--- src/rtl/cu_multicycle_param.sv ---
// Multi-cycle control unit with NUM_REGS x DATA_WIDTH register file.
// Ports: clk, rst (async high); instr_valid/instr/instr_ready handshake;
//   result (write-back data); operand1/2, offset, opcode, sel1, sel3, w_r
//   to the ALU/memory datapath; busy, retired status; dbg_addr/dbg_data.
module cu_multicycle_param #(
    parameter int DATA_WIDTH = 8,
    parameter int NUM_REGS   = 4,
    parameter bit ZERO_REG   = 1'b0,
    localparam int REG_BITS    = $clog2(NUM_REGS),
    localparam int INSTR_WIDTH = 2 + 3*REG_BITS + DATA_WIDTH + 4
) (
    input  logic                   clk,
    input  logic                   rst,
    input  logic                   instr_valid,
    input  logic [INSTR_WIDTH-1:0] instr,
    output logic                   instr_ready,
    input  logic [DATA_WIDTH-1:0]  result,
    output logic [DATA_WIDTH-1:0]  operand1,
    output logic [DATA_WIDTH-1:0]  operand2,
    output logic [DATA_WIDTH-1:0]  offset,
    output logic [3:0]             opcode,
    output logic                   sel1,
    output logic                   sel3,
    output logic                   w_r,
    output logic                   busy,
    output logic                   retired,
    input  logic [REG_BITS-1:0]    dbg_addr,
    output logic [DATA_WIDTH-1:0]  dbg_data
);

    localparam logic [1:0] C_NOP = 2'b00;
    localparam logic [1:0] C_STD = 2'b01;
    localparam logic [1:0] C_LD  = 2'b10;
    localparam logic [1:0] C_ST  = 2'b11;

    localparam int P_OFF = 4;
    localparam int P_RS2 = P_OFF + DATA_WIDTH;
    localparam int P_RS1 = P_RS2 + REG_BITS;
    localparam int P_RD  = P_RS1 + REG_BITS;

    typedef enum logic [2:0] {
        S_IDLE = 3'd0,
        S_DEC  = 3'd1,
        S_EXE  = 3'd2,
        S_MEM  = 3'd3,
        S_WB   = 3'd4
    } state_t;

    state_t state, nxt;

    logic [DATA_WIDTH-1:0] rf [NUM_REGS];

    logic [1:0]            in_cls;
    logic [REG_BITS-1:0]   in_rd, in_rs1, in_rs2;
    logic [DATA_WIDTH-1:0] in_off;
    logic [3:0]            in_opc;

    // Only class and rd are needed after accept; the rest lands
    // directly in the operand/offset/opcode registers.
    logic [1:0]            ir_cls;
    logic [REG_BITS-1:0]   ir_rd;

    logic accept, retire_nxt, wr_en;

    assign in_cls = instr[INSTR_WIDTH-1 -: 2];
    assign in_rd  = instr[P_RD  +: REG_BITS];
    assign in_rs1 = instr[P_RS1 +: REG_BITS];
    assign in_rs2 = instr[P_RS2 +: REG_BITS];
    assign in_off = instr[P_OFF +: DATA_WIDTH];
    assign in_opc = instr[3:0];

    assign instr_ready = (state == S_IDLE);
    assign busy        = ~instr_ready;
    assign accept      = instr_ready & instr_valid;

    always_comb begin
        nxt = S_IDLE;
        case (state)
            S_IDLE:  nxt = instr_valid ? S_DEC : S_IDLE;
            S_DEC:   nxt = (ir_cls == C_NOP) ? S_IDLE : S_EXE;
            S_EXE:   nxt = (ir_cls == C_STD) ? S_WB : S_MEM;
            S_MEM:   nxt = (ir_cls == C_LD) ? S_WB : S_IDLE;
            S_WB:    nxt = S_IDLE;
            default: nxt = S_IDLE;
        endcase
    end

    // Only legal completion states retire; an illegal encoding
    // falling back to IDLE does not.
    assign retire_nxt = (nxt == S_IDLE) &&
                        (state == S_DEC || state == S_MEM ||
                         state == S_WB);

    assign wr_en = (state == S_WB) &&
                   !(ZERO_REG && (ir_rd == '0));

    always_ff @(posedge clk or posedge rst) begin
        if (rst) state <= S_IDLE;
        else     state <= nxt;
    end

    always_ff @(posedge clk or posedge rst) begin
        if (rst) begin
            ir_cls   <= C_NOP;
            ir_rd    <= '0;
            operand1 <= '0;
            operand2 <= '0;
            offset   <= '0;
            opcode   <= 4'hF;
            sel1     <= 1'b0;
            sel3     <= 1'b0;
            w_r      <= 1'b0;
            retired  <= 1'b0;
        end else begin
            if (accept) begin
                ir_cls   <= in_cls;
                ir_rd    <= in_rd;
                operand1 <= rf[in_rs1];
                operand2 <= in_cls[1] ? rf[in_rd] : rf[in_rs2];
                offset   <= in_off;
                opcode   <= in_opc;
                sel1     <= (in_cls == C_STD) || (in_cls == C_ST);
                sel3     <= in_cls[1];
            end
            w_r     <= (nxt == S_MEM) && (ir_cls == C_ST);
            retired <= retire_nxt;
        end
    end

    // Register 0 resets to 0 and is never written when ZERO_REG=1,
    // so reads of it need no extra masking.
    always_ff @(posedge clk or posedge rst) begin
        if (rst) begin
            for (int i = 0; i < NUM_REGS; i++)
                rf[i] <= DATA_WIDTH'(i);
        end else if (wr_en) begin
            rf[ir_rd] <= result;
        end
    end

    assign dbg_data = rf[dbg_addr];

endmodule

--- config.mk ---
export PLATFORM = sky130hd
export DESIGN_NAME = cu_multicycle_param
export DESIGN_NICKNAME = d
export VERILOG_FILES = /design/src/rtl/cu_multicycle_param.sv
export SDC_FILE = /design/constraint.sdc
export NUM_CORES = 1
export LEC_CHECK = 0
export BUFFER_PORTS_ARGS = -buffer_cell sky130_fd_sc_hd__buf_4
export CORE_MARGIN = 2
export CORE_UTILIZATION = 50
export DETAILED_ROUTE_END_ITERATION = 10
export PLACE_DENSITY_LB_ADDON = 0.05
export SYNTH_ARGS = -nofsm -noshare
export SYNTH_HDL_FRONTEND = slang
export SYNTH_SLANG_ARGS = --single-unit
export TNS_END_PERCENT = 5
--- constraint.sdc ---
create_clock -name clk -period 2.2 [get_ports clk]
set_input_delay 0.33 -clock clk [delete_from_list [all_inputs] [get_ports clk]]
set_output_delay 0.33 -clock clk [all_outputs]
set_load 0.01 [all_outputs]
==> metrics, run 1 <==
Post-CTS Hold Fix Bufs=0; Syn Inst Count=230; share of cells above drive strength 1=between 60% and 70%; Worst Setup EP=rf[17]; status=finished, final reports clean; crit start category=register; chip height=just under 90 um; vias in the first global route=around 2100; routed vias=2288; area leader, netlist=dfrtp_1; CTS buffer count=9; fin crit share=between 80% and 90%; dominant synthesized flop cell=dfrtp_1; TritonCTS clock tree=done; Mean Syn Cell Area=around 16 um^2; Avg Vias per Cell=5.59; largest net degree at the start of global routing=between 70 and 80; Reg-to-Reg Start=state[1]; sequential area share after synthesis=a little under 50%; slew margin rel.=between 50% and 60%; Register Area=0.00176 mm^2; final hold violation count=0; Global Route Usage Sum=21.1%; Die Wd=88.5 um; Yosys reg bits=70; H-tree depth=3; fmax=between 500 and 600 MHz; DRC violation total after the first TritonRoute iteration=100; Synth top cells by count=62 x dfrtp_1, 47 x mux2_2, 32 x mux4_2; clk sinks=70; Final setup viols=0; Worst VDD drop=around 0.62 mV; CP required=between 2000 and 2500 ps; I/O Pins=75; WL/cell=about 19 um; most frequent cell after synthesis=dfrtp_1; synthesized area=about 0.0036 mm^2; FILL cells=about 530; Setup TNS=0 ps; PwrDens=1390 mW/mm^2; fin nets=roughly 340; initial core utilization=52.0%; Final min period=1930 ps; row count=30; Hold WS=about 64 ps; Min-Delay Path Class=in2async; initial antenna violation count=0; number of synthesized flops with an enable pin=0; detailed placement HPWL=between 5000 and 6000 um; CTS root buffer=clkbuf_8; skew final=around 8.1 ps; grt total ovfl=0; post-CTS setup buffers=0; Synth cell types=30; max-cap violations=0; DRC violations left=0; fraction of registers with async set or reset after synthesis=100%; WL final=7690 um; CP arrival=~2200 ps; Least-Margin Pin Slew=604 ps; syn_nets=roughly 260; final antenna-violating net count=0; Synth area leaders=dfrtp_1 43%, mux4_2 20%, mux2_2 15%, dfstp_2 5.9%, mux2_4 3.4%; Worst Setup SP=state[1]; CP max FO=8; GP Congestion=about 0.76; maximum clock path buffer count=2; Yosys top cell area share=approximately 43%; Die ar.=between 0.007 and 0.008 mm^2; Core Area=around 0.0069 mm^2; Skew-Pair Late Insertion Delay=340 ps; CTS resizes=0; r2r worst-path depth=3; Yosys Warn Count=0; antenna cells=0; CTS clk-pin slew, worst paths=70 ps; Syn-to-layout area delta=25.2%; drt first pass iters=4; nature of the critical path endpoint=register; r2r endpoint=rf[17]; PortBufs=between 70 and 80; final slew viol count=0; R2R Setup Slk=270 ps; critical path class=reg2reg; Multi-input gate area=0.00172 mm^2; first-pass GRT wire length=between 10000 and 15000 um; RSZ-0062 raised after global routing=false; Leakage=between 2 and 2.5 nW
-- worst min-delay path by stage --
| stage | from | to | slack (ps) | cells past startpoint |
|---|---|---|---|---|
| floorplan | instr[18] | ir_cls[0] | 460 | 2 |
| global placement | rst | offset[5] | 440 | 3 |
| detailed placement | rst | offset[5] | 450 | 3 |
| CTS | rst | operand1[0] | 70 | 3 |
| global route | rst | operand1[0] | 90 | 3 |
| finish | rst | operand1[0] | 60 | 3 |
-- routing by layer --
layer	vias to the layer above	track usage, %	routed length (um)
li1	1041	-	-
met4	0	8.68	118
met2	75	32.7	3800
met1	1162	29.7	3400
met5	-	0	0
met3	10	4.01	368
-- kinds of logic after synthesis --
family | share of synthesized area, %
flops | 49.3
simple gates | 4.73
mux | 40.6
buf+inv | 2.91
compound gates | 2.45
-- sequential cells by signal, indices dropped and copies added (netlist names), 2 cells and up --
signal    count
operand2      8
opcode        4
offset        8
state         3
rf           32
operand1      8
ir_rd         2
-- layout make-up --
| cell class | count | share of cell area, % |
|---|---|---|
| Clock buffer | 13 | 3.33 |
| Clock inverter | 3 | 1.51 |
| Inverter | 4 | 0.336 |
| Multi-Input combinational cell | 139 | 38.4 |
| Sequential cell | 70 | 39.4 |
| Tap cell | 96 | 2.69 |
| Timing Repair Buffer | 84 | 14.4 |
-- power by group --
part	switching [W]	internal (W)	total, W
logic	0.000940	0.00163	0.00257
registers	0.000536	0.00196	0.00250
clock network	0.000467	0.000671	0.00114
-- cell usage in the layout (no fill, tap or decap), types with 3 or more instances in the layout --
master,n
a21oi_1,10
buf_4,83
clkbuf_1,3
clkbuf_8,10
dfrtp_1,62
dfstp_2,8
inv_1,3
mux2_2,47
mux2_4,8
mux2i_1,8
mux4_2,32
nor2_1,13
o21ai_0,4
-- critical path: stages, from the launching register on --
cell     delay (ps)
dfrtp_1         380
or3b_4          430
or3b_1          630
mux2_4          380
-- metrics by stage --
step / power (W) / std cells / instance area [um^2] / utilization [%] / setup slack (ps)
4_1_cts: 0.00626 / 409 / 4470 / 65.1 / 265
6_report: 0.00620 / 409 / 4470 / 65.1 / 267
5_1_grt: 0.00659 / 409 / 4470 / 65.1 / 220
3_5_place_dp: 0.00510 / 393 / 4260 / 61.9 / 273
2_1_floorplan: 0.00410 / 230 / 3570 / - / 115
3_3_place_gp: 0.00502 / 393 / 4260 / 61.9 / 317
Power figures use the tool's default switching activity.
==> run 2, diff against run 1 <==
--- a/config.mk
+++ b/config.mk
@@ -6,10 +6,13 @@
 export NUM_CORES = 1
 export LEC_CHECK = 0
 export BUFFER_PORTS_ARGS = -buffer_cell sky130_fd_sc_hd__buf_4
+export CELL_PAD_IN_SITES_DETAIL_PLACEMENT = 1
+export CELL_PAD_IN_SITES_GLOBAL_PLACEMENT = 1
 export CORE_MARGIN = 2
-export CORE_UTILIZATION = 50
+export CORE_UTILIZATION = 45
 export DETAILED_ROUTE_END_ITERATION = 10
 export PLACE_DENSITY_LB_ADDON = 0.05
+export REMOVE_ABC_BUFFERS = 1
 export SYNTH_ARGS = -nofsm -noshare
 export SYNTH_HDL_FRONTEND = slang
 export SYNTH_SLANG_ARGS = --single-unit
==> metrics, run 2 (synthesis gave the netlist of run 1 again) <==
max-cap violations=0; max reg flops=32; fmax=515 MHz; RSZ-0062 raised after global routing=false; skew final=about 12 ps; CP max FO=8; Min-Delay Path Class=in2async; Leakage=around 2.0 nW; WL final=approximately 8300 um; detailed placement HPWL=5590 um; H-tree depth=3; Syn-to-layout area delta=24.3%; slew margin rel.=approximately 59%; I/O Pins=75; Skew-Pair Late Insertion Delay=about 340 ps; CTS root buffer=clkbuf_8; PwrDens=about 1400 mW/mm^2; PortBufs=74; CTS buffer count=9; CTS clk-pin slew, worst paths=roughly 70 ps; post-route setup slack=257 ps; post-CTS setup buffers=0; row count=32; routed vias=2327; initial core utilization=46.2%; critical path class=reg2reg; fin crit share=about nine tenths; Biggest register=rf; final hold violation count=0; first-pass GRT wire length=around 13000 um; commonest non-fill, non-tap cell in the layout=buf_4; WL/cell=20.0 um; largest net degree at the start of global routing=just over 70; CP arrival=around 2200 ps; Avg Vias per Cell=5.62; vias in the first global route=between 2000 and 2500; Worst VDD drop=roughly 0.5 mV; nature of the critical path endpoint=register; commonest cells after routing, fill and taps aside=82 x buf_4, 62 x dfrtp_1, 47 x mux2_2; setup slack at placement=about 250 ps; GP Congestion=0.820; Least-Margin Pin Slew=602 ps; TritonCTS clock tree=done; share of cells above drive strength 1=a little under two thirds; fin nets=between 300 and 400; Final setup viols=0; grt total ovfl=0; final slew viol count=0; crit start category=register; Final min period=around 1900 ps; initial antenna violation count=0; antenna cells=0; drt first pass iters=4; DRC violations left=0; CP required=2420 ps; status=finished, final reports clean; CTS resizes=0; Die ar.=a little under 0.009 mm^2; Post-CTS Hold Fix Bufs=0; maximum clock path buffer count=2; Core Area=0.00773 mm^2; DRC violation total after the first TritonRoute iteration=83; chip height=between 90 and 100 um; final antenna-violating net count=0; final core utilization=57.5%; Global Route Usage Sum=20.6%; Die Wd=93.1 um; clk sinks=70
## run 2: final cells by class
class	instances	area (um^2)
Inverter	4	15.0
Tap cell	102	128
Multi-Input combinational cell	139	1720
Timing Repair Buffer	83	636
Clock inverter	3	17.5
Fill cell	751	3290
Sequential cell	70	1760
Clock buffer	13	169
## run 2: final timing paths
kind,cells past startpoint,from,slack (ps),end
max in group asynchronous,3,rst,1790,rf[9]
min,3,rst,80,offset[4]
max reg2reg,3,state[1],260,rf[23]
min in group clk,3,instr[18],210,sel1
max,3,state[1],260,rf[23]
min reg2reg,1,offset[5],510,offset[5]
## run 2: where the power goes
group          switching, W  internal, W  leakage, nW  total, W
Clock              0.000468     0.000499       0.0954  0.000967
Sequential         0.000544      0.00196        0.849   0.00250
Combinational      0.000966      0.00163         1.05   0.00259
Total               0.00198      0.00408         2.00   0.00606
## run 2: worst max-delay path, cell delays in order, from the launching register on
cell and delay [ps]:
dfrtp_1 400, or3b_4 430, or3b_1 630, mux2_4 380
## run 2: metrics by stage
stage | power, W | cell area [um^2] | hold slack, ps | instances | TNS [ps]
after floorplan | 0.00403 | 3480 | 460 | 213 | -29240
after global routing | 0.00650 | 4440 | 90.0 | 414 | 0
after global placement | 0.00504 | 4260 | 449 | 398 | 0
after CTS | 0.00614 | 4440 | 82.2 | 414 | 0
final | 0.00606 | 4440 | 78.4 | 414 | 0
after detailed placement | 0.00515 | 4260 | 454 | 398 | 0
## run 2: metal layers
metal | GRT usage, % | routed length, um
met1 | 27.7 | 3680
met2 | 33.1 | 3990
met3 | 3.46 | 422
met4 | 9.31 | 196
met5 | 0 | 0
==> run 3, diff against run 2 <==
--- a/config.mk
+++ b/config.mk
@@ -9,7 +9,7 @@
 export CELL_PAD_IN_SITES_DETAIL_PLACEMENT = 1
 export CELL_PAD_IN_SITES_GLOBAL_PLACEMENT = 1
 export CORE_MARGIN = 2
-export CORE_UTILIZATION = 45
+export CORE_UTILIZATION = 48
 export DETAILED_ROUTE_END_ITERATION = 10
 export PLACE_DENSITY_LB_ADDON = 0.05
 export REMOVE_ABC_BUFFERS = 1
==> constraint.sdc (replaced) <==
create_clock -name clk -period 2.48 [get_ports clk]
set_input_delay 0.372 -clock clk [delete_from_list [all_inputs] [get_ports clk]]
set_output_delay 0.372 -clock clk [all_outputs]
set_load 0.01 [all_outputs]
==> metrics, run 3 (synthesis gave the netlist of run 1 again) <==
chip height=about 90 um; commonest cells after routing, fill and taps aside=80 x buf_4, 62 x dfrtp_1, 47 x mux2_2; Die Wd=approximately 90 um; CTS buffer count=9; antenna cells=0; final core utilization=between 60% and 70%; FILL cells=710; CTS clk-pin slew, worst paths=70 ps; CTS resizes=0; final hold violation count=0; CP max FO=10; clk sinks=70; fmax=between 400 and 500 MHz; max-cap violations=0; routed vias=between 2000 and 2500; DRC violations left=0; share of cells above drive strength 1=63.2%; final antenna-violating net count=0; met3 Track Usage GR=6.01%; skew final=slightly below 6 ps; WL/cell=around 20 um; critical path class=reg2reg; drt first pass iters=4; Leakage=slightly above 2 nW; crit start category=register; Worst VDD drop=0.512 mV; final instance area=between 0.004 and 0.005 mm^2; Avg Vias per Cell=5.59; row count=31; CTS root buffer=clkbuf_8; Biggest register=rf; I/O Pins=75; slew margin rel.=57.2%; initial antenna violation count=0; commonest non-fill, non-tap cell in the layout=buf_4; Final setup viols=0; DRC violation total after the first TritonRoute iteration=between 100 and 150; fin nets=338; GP Congestion=about 0.77; RSZ-0062 raised after global routing=false; final slew viol count=0; Post-CTS Hold Fix Bufs=0; Min-Delay Path Class=in2async; GRT Max-Usage Layer=met2; placed cell area=between 0.004 and 0.005 mm^2; PortBufs=between 70 and 80; Final min period=roughly 2100 ps; Skew-Pair Late Insertion Delay=340 ps; Die ar.=~0.008 mm^2; WL final=about 8400 um; initial core utilization=approximately 50%; met1 Usage GRT=29.6%; Least-Margin Pin Slew=about 640 ps; Setup TNS=0 ps; TritonCTS clock tree=done; max reg flops=32; first-pass GRT wire length=about 14000 um; Global Route Usage Sum=22.2%; vias in the first global route=around 2500; largest net degree at the start of global routing=71; grt met2 use=between 30% and 40%; PwrDens=~1300 mW/mm^2; Syn-to-layout area delta=25.1%; post-CTS setup buffers=0; total chip power=between 0.005 and 0.006 W; maximum clock path buffer count=2; grt total ovfl=0; CP required=approximately 2700 ps; Core Area=0.00721 mm^2; detailed placement HPWL=5570 um; nature of the critical path endpoint=register; CP arrival=about 2300 ps; status=finished, final reports clean; fin crit share=a little over four fifths; H-tree depth=3
run 3: changes by cell type in the layout (fill, tap and decap cells not counted), sizes merged:
cell	change
buf	-2
bufinv	+2
clkinv	-1
clkinvlp	-1
run 3: critical path: stages (launching register included):
cell and delay, ps:
dfrtp_1 500, or3b_4 450, or3b_1 640, mux2_4 390
run 3: worst paths after layout:
kind | startpoint | slack, ps | endpoint | cells after the start
worst max-delay path | state[0] | 390 | rf[21] | 3
worst min-delay path | rst | 110 | offset[0] | 3
worst max register to register | state[0] | 390 | rf[21] | 3
worst min register to register | offset[2] | 510 | offset[2] | 1
max in group asynchronous | rst | 2020 | rf[0] | 3
min in group clk | instr[9] | 270 | offset[5] | 2
run 3: stage by stage:
stage | setup slack, ps | hold WS [ps] | cells
final | 385 | 111 | 409
after global routing | 332 | 143 | 409
after CTS | 395 | 139 | 409
after detailed placement | 403 | 498 | 393
after global placement | 433 | 490 | 393
after floorplan | -677 | 502 | 213
run 3: layer usage:
metal / wire length [um] / part of all wire, % / up-vias
li1: - / - / 1022
met1: 3650 / 44 / 1184
met2: 4230 / 50 / 71
met3: 432 / 5.2 / 8
met4: 70 / 0.84 / 0
met5: 0 / 0 / -
run 3: area by class of cell:
type	instances	area, um^2	area share (%)
Clock buffer	13	169	3.78
Sequential cell	70	1760	39.4
Multi-Input combinational cell	139	1720	38.4
Clock inverter	3	65.1	1.46
Timing Repair Buffer	81	621	13.9
Tap cell	99	124	2.77
Inverter	4	15.0	0.336
run 3: power by group:
| part | internal [W] | switching, W | total, W |
|---|---|---|---|
| registers | 0.00174 | 0.000524 | 0.00226 |
| clock network | 0.000648 | 0.000417 | 0.00107 |
| logic | 0.00143 | 0.000846 | 0.00228 |
| total | 0.00382 | 0.00179 | 0.00560 |
